<file path="src/rtl/rtg_pattern_source.sv">
// LFSR-based test-vector source for fault simulation, streamed over a valid/ready handshake.
// state | meaning: IDLE = waiting for start, seed loads allowed; RUN = issuing vectors; DONE = run complete, seed loads allowed
module rtg_pattern_source #(
  parameter int                WIDTH        = 60,
  parameter int                MAX_PATTERNS = 4096,
  parameter logic [WIDTH-1:0]  SEED_DEFAULT = 60'h0000_0000_0000_001
) (
  input  logic             clk,
  input  logic             rst_n,
  input  logic             start,
  input  logic             stop,
  input  logic             seed_load,
  input  logic [WIDTH-1:0] seed,
  output logic             pat_valid,
  input  logic             pat_ready,
  output logic [WIDTH-1:0] pat_data,
  output logic [15:0]      pat_index,
  output logic             busy,
  output logic             done,
  output logic             seed_zero
);

  typedef enum logic [1:0] {IDLE, RUN, DONE} stateT;

  localparam logic [15:0] LAST_INDEX = 16'(MAX_PATTERNS - 1);

  stateT            state;
  logic [WIDTH-1:0] lfsr;
  logic [15:0]      indexQ;
  logic             validQ;
  logic             busyQ;
  logic             doneQ;
  logic             seedZeroQ;

  logic             xfer;
  logic             lastXfer;
  logic             seedIsZero;
  logic [WIDTH-1:0] lfsrNext;
  logic [WIDTH-1:0] seedValue;

  assign xfer       = validQ & pat_ready;
  assign lastXfer   = xfer && (indexQ == LAST_INDEX);
  assign lfsrNext   = {lfsr[WIDTH-2:0], lfsr[WIDTH-1] ^ lfsr[WIDTH-2]};
  assign seedIsZero = (seed == '0);
  // a zero seed would lock the register at zero, so it is replaced
  assign seedValue  = seedIsZero ? SEED_DEFAULT : seed;

  assign pat_valid = validQ;
  assign pat_data  = lfsr;
  assign pat_index = indexQ;
  assign busy      = busyQ;
  assign done      = doneQ;
  assign seed_zero = seedZeroQ;

  always_ff @(posedge clk) begin
    if (!rst_n) begin
      state     <= IDLE;
      lfsr      <= SEED_DEFAULT;
      indexQ    <= '0;
      validQ    <= 1'b0;
      busyQ     <= 1'b0;
      doneQ     <= 1'b0;
      seedZeroQ <= 1'b0;
    end else begin
      seedZeroQ <= 1'b0;
      case (state)
        IDLE: begin
          if (seed_load) begin
            lfsr      <= seedValue;
            seedZeroQ <= seedIsZero;
          end
          if (start) begin
            state  <= RUN;
            indexQ <= '0;
            validQ <= 1'b1;
            busyQ  <= 1'b1;
          end
        end
        RUN: begin
          if (xfer) begin
            lfsr <= lfsrNext;
            if (!lastXfer) indexQ <= indexQ + 16'd1;
          end
          // abort wins over the terminal-count move
          if (stop) begin
            state  <= IDLE;
            validQ <= 1'b0;
            busyQ  <= 1'b0;
          end else if (lastXfer) begin
            state  <= DONE;
            validQ <= 1'b0;
            busyQ  <= 1'b0;
            doneQ  <= 1'b1;
          end
        end
        DONE: begin
          if (seed_load) begin
            lfsr      <= seedValue;
            seedZeroQ <= seedIsZero;
          end
          if (start || stop) begin
            state <= IDLE;
            doneQ <= 1'b0;
          end
        end
        default: begin
          state  <= IDLE;
          validQ <= 1'b0;
          busyQ  <= 1'b0;
          doneQ  <= 1'b0;
        end
      endcase
    end
  end

endmodule

</file>
<file path="config.mk">
export PLATFORM = sky130hd
export DESIGN_NAME = rtg_pattern_source
export DESIGN_NICKNAME = d
export VERILOG_FILES = /design/src/rtl/rtg_pattern_source.sv
export SDC_FILE = /design/constraint.sdc
export NUM_CORES = 1
export LEC_CHECK = 0
export CORE_ASPECT_RATIO = 1.25
export CORE_UTILIZATION = 44
export DETAILED_ROUTE_END_ITERATION = 16
export PLACE_DENSITY = 0.87
export SLEW_MARGIN = 15
export SYNTH_ARGS = -nofsm -noshare
export SYNTH_HDL_FRONTEND = slang
export SYNTH_SLANG_ARGS = --single-unit
</file>
<file path="constraint.sdc">
create_clock -name clk -period 2.8 [get_ports clk]
set_clock_uncertainty 0.05 [all_clocks]
set_input_delay 0.56 -clock clk [delete_from_list [all_inputs] [get_ports clk]]
set_output_delay 0.56 -clock clk [all_outputs]
set_load 0.02 [all_outputs]
</file>
# After elaboration in Yosys (flattened, before gate mapping)
# Cells that the tools add are included.
# op_classes
addsub,1
eq_ne,11
n_mux,21
bitwise,4
reduce_logical,13
# ops
cell,count
$mux W60,3
$pmux W60 S2,1
$logic_not A60 Y1,1
$mux W16,3
$pmux W16 S2,1
$add A16 B1 Y16 const B,1
$eq A16 B12 Y1 const B,1
$ne A2 B2 Y1 const B,6
$reduce_and A3 Y1,4
$mux W2,4
$reduce_and A4 Y1,2
$mux W1,6
$pmux W1 S3,2
$pmux W2 S3,1
$reduce_bool A2 Y1,2
$ne A3 B3 Y1 const B,1
$eq A2 B1 Y1 const B,1
$eq A2 B2 Y1 const B,1
$logic_not A2 Y1,1
$ne A2 B1 Y1 const B,1
$not A1 Y1,2
$reduce_or A2 Y1,1
$and A1 B1 Y1,1
$logic_and A1 B1 Y1,1
other kinds (2),2
# word_totals
ff_bits,81
inputBits,66
out_inout_bits,80
word_cells,56

# Logic depth before layout (Yosys ltp)
# logic_depth
word_depth,5
depth_mapped,7
mapped_depth_nobuf,6

# Worst setup path before layout
# Ideal clock, no wire load.
# synth_timing
path_type,register to register
start,"register indexQ[0], in the netlist pat_index[0]"
end,"register indexQ[10], in the netlist pat_index[10]"
setup_ns,0.117
t_arrival_ns,1.966
t_required_ns,2.633
slack_ns,0.667
path_stages_with_launch,7
n_path_buf,0
synth_period_minus_slack_ns,2.133
path_cell_list,dfxtp_1 ha_1 nand3_1 or4_4 o21ai_4 nor3_1 o22a_1
# synth_via
elab_chain_len,4
# synth_rtl
element,line,text
start: declaration,29,logic [15:0] indexQ;
start signal: assignment,82,if (!lastXfer) indexQ <= indexQ + 16'd1;
$add A16 B1 Y16 or $eq A16 B12 Y1 (tied branches),"82, 42",
$mux W16 or $logic_and A1 B1 Y1 (tied branches),"82, 42",
$mux W16 or $ne A2 B2 Y1 (tied branches),-,
$pmux W16 S2 or $reduce_and A4 Y1 (tied branches),-,
# Several ways; a longest one is shown, not always the timed one. The select of a mux whose other input is x is not followed.
# A chain may end at the register's enable or synchronous reset.

# Worst setup path in the final report
# Ends and elaborated chain as after synthesis.

==> impl_results.md <==
- Post-synthesis register bit count: just over 80
- WHS Path Cells: 2
- Vias after detailed routing: 3960
- Die area: approximately 9000 µm²
- Fraction of registers with async set/reset: 0
- Status: complete, no violations
- Initial antenna violation count: 0
- Starting Density: 0.461
- Largest net degree at the start of global routing: 78
- Final Core Density: 0.667
- CP startpoint kind: flop
- Hold Crit Class: flop to flop
- Commonest non-fill, non-tap cell in the layout: clkdlybuf4s50_1
- Iter 0 DRT Violations: 254
- Final WL: between 10000 and 15000 µm
- Post-detail-place hpwl: 8350 µm
- # fillers: 692
- Register area share after synthesis: 0.420
- Max Freq: 0.437 GHz
- Die width: approximately 86 µm
- GP Congestion: ~0.91
- Via density: 5.73
- Library cells used by synthesis: 45
- Antenna Nets Post-Route: 0
- Fin nets: 636
- Area delta synth->final: 44.7%
- Share of cells above drive strength 1: 0.0557
- Crit path max fanout: 8
- Dpl cells: 675
- I/O Pins: between 100 and 150
- Crit path required time: between 2 and 3 ns
- Worst slew pin tran: 0.608 ns
- Critical path capture point type: flop
- Vias in the first global route: between 3000 and 4000
- Final Hold Vio Count: 0
- Sum Neg Setup Slack: 0 ns
- Max cap viols: 0
- Drt first pass iters: 5
- Num CTS Buffers: 9
- Pwr/cell area: 495 nW/µm²
- Routed wire per std cell: 16.4 µm
- Clock Latency Late Sink: 0.35 ns
- Clk buf depth: 2
- Total GRT Usage: 0.247
- Critical path arrival: 2.47 ns
- Mapped Avg Cell Area: around 8.9 µm²
- Slew Limit Fails: 0
- DRC viols: 0
- GRT overflow: 0
- CTS Sinks: 81
- Max H-tree Level: 3
- Setup CP Type: flop to flop
- PostCTS Resize Cnt: 0
- Die H: 107 µm
- Total core area: 8380 µm²
- Hold_buf cts: 0
- Post-Syn Instances: roughly 440
- RSZ-0062 raised after global routing: no
- Most frequent cells in the layout: 145 x clkdlybuf4s50_1, 80 x dfxtp_1, 70 x nor2_1
- Slowest stage delay, CP: 0.65 ns
- Post-synth EDFFs: 0
- CP cell instances: ha_1 -> nand3_1 -> or4_4 -> o21ai_4 -> nor3_1 -> o22a_1
- Antenna Cells: 0
- Clk pin slew, worst setup/hold paths: 0.08 ns
- # port buffers: 145
- Relative slew slack: 0.593
- Main synth FF type: dfxtp_1
- Slowest CP cell: or4_4
- Crit path time final: 2.29 ns
- Syn Std Cell Area: 3860 µm²
- Worst-case reg-to-reg path depth: 6
- Syn Nets: just over 500
- Max VDD drop: 0.000275 V
- Non-Filler Instances: slightly below 700
- Root buf cell: clkbuf_8
- Final period util: 0.817
- Leak: 1.94 nW
- CTS tree: done
- Ys Warns: 0
- Setup bufs post-CTS: 0
- Final Setup Violations: 0
- First-pass GRT wire length: ~18000 µm
- Row cnt: 37
## Yosys cell counts, drive strengths merged (5+ instances only)
library cell / count / area [µm²]
a21oi: 13 / 65.1
o21ai: 19 / 110
nand2: 17 / 63.8
buf: 12 / 60.1
nand3: 11 / 55.1
nor2: 70 / 263
nor4: 17 / 113
dfxtp: 81 / 1620
nand4: 6 / 37.5
a211oi: 59 / 443
nor3: 8 / 40.0
mux2i: 59 / 591
clkbuf: 20 / 75.1
inv: 5 / 18.8
## routing by layer
metal  global-route usage  share of wire
met3               0.0693          0.078
met5                    0              0
met4                0.101          0.017
met1                0.292           0.40
met2                0.420           0.50
## final timing paths
path / start / endpoint / slack (ns)
max: pat_index[0] / pat_index[10] / 0.51
min: done / done / 0.42
max reg2reg: pat_index[0] / pat_index[10] / 0.51
min reg2reg: done / done / 0.42
## registers in the layout, indices dropped and copies added (netlist names)
name       cells
pat_index     16
state          2
done           1
pat_data      60
busy           1
seed_zero      1
## cell families after synthesis
family                   share of synthesized area
AND/OR/NAND/NOR                              0.179
adder cells (fa/ha/maj)                    0.00324
multiplexers                                 0.153
XOR/XNOR                                   0.00227
buffers and inverters                       0.0398
AO/OA/AOI/OAI                                0.202
flip-flops                                   0.420
## through the flow
stage               hold WS, ns  setup slack [ns]  instance area, µm²  power, mW
floorplan                 0.478             0.667                3860       1.69
global placement          0.395             0.490                5420       2.01
detailed placement        0.405             0.405                5420       2.03
CTS                       0.415             0.541                5590       2.78
global route              0.440             0.412                5590       2.89
finish                    0.415             0.514                5590       2.77
## area by class of cell
type                       count  area, µm²  area share
multi-input combinational    318       2100       0.375
sequential                    81       1630       0.291
timing repair buffer         154       1530       0.274
tap                          117        146      0.0262
clock buffer                  10        128      0.0228
clock inverter                 6       42.5     0.00761
inverter                       5       18.8     0.00336
## critical path: cells and delay by family, from the launching register on
kind,cells,cell delay (ns)
AND/OR/NAND/NOR,3,1.01
flip-flops,1,0.44
AO/OA/AOI/OAI,2,0.44
adder cells (fa/ha/maj),1,0.24
## where the power goes
| part | total, mW | internal [mW] | switching [mW] |
|---|---|---|---|
| sequential | 1.31 | 1.24 | 0.0769 |
| combinational | 0.693 | 0.344 | 0.349 |
| clock | 0.760 | 0.324 | 0.436 |
(Power assumes the default switching activity.)
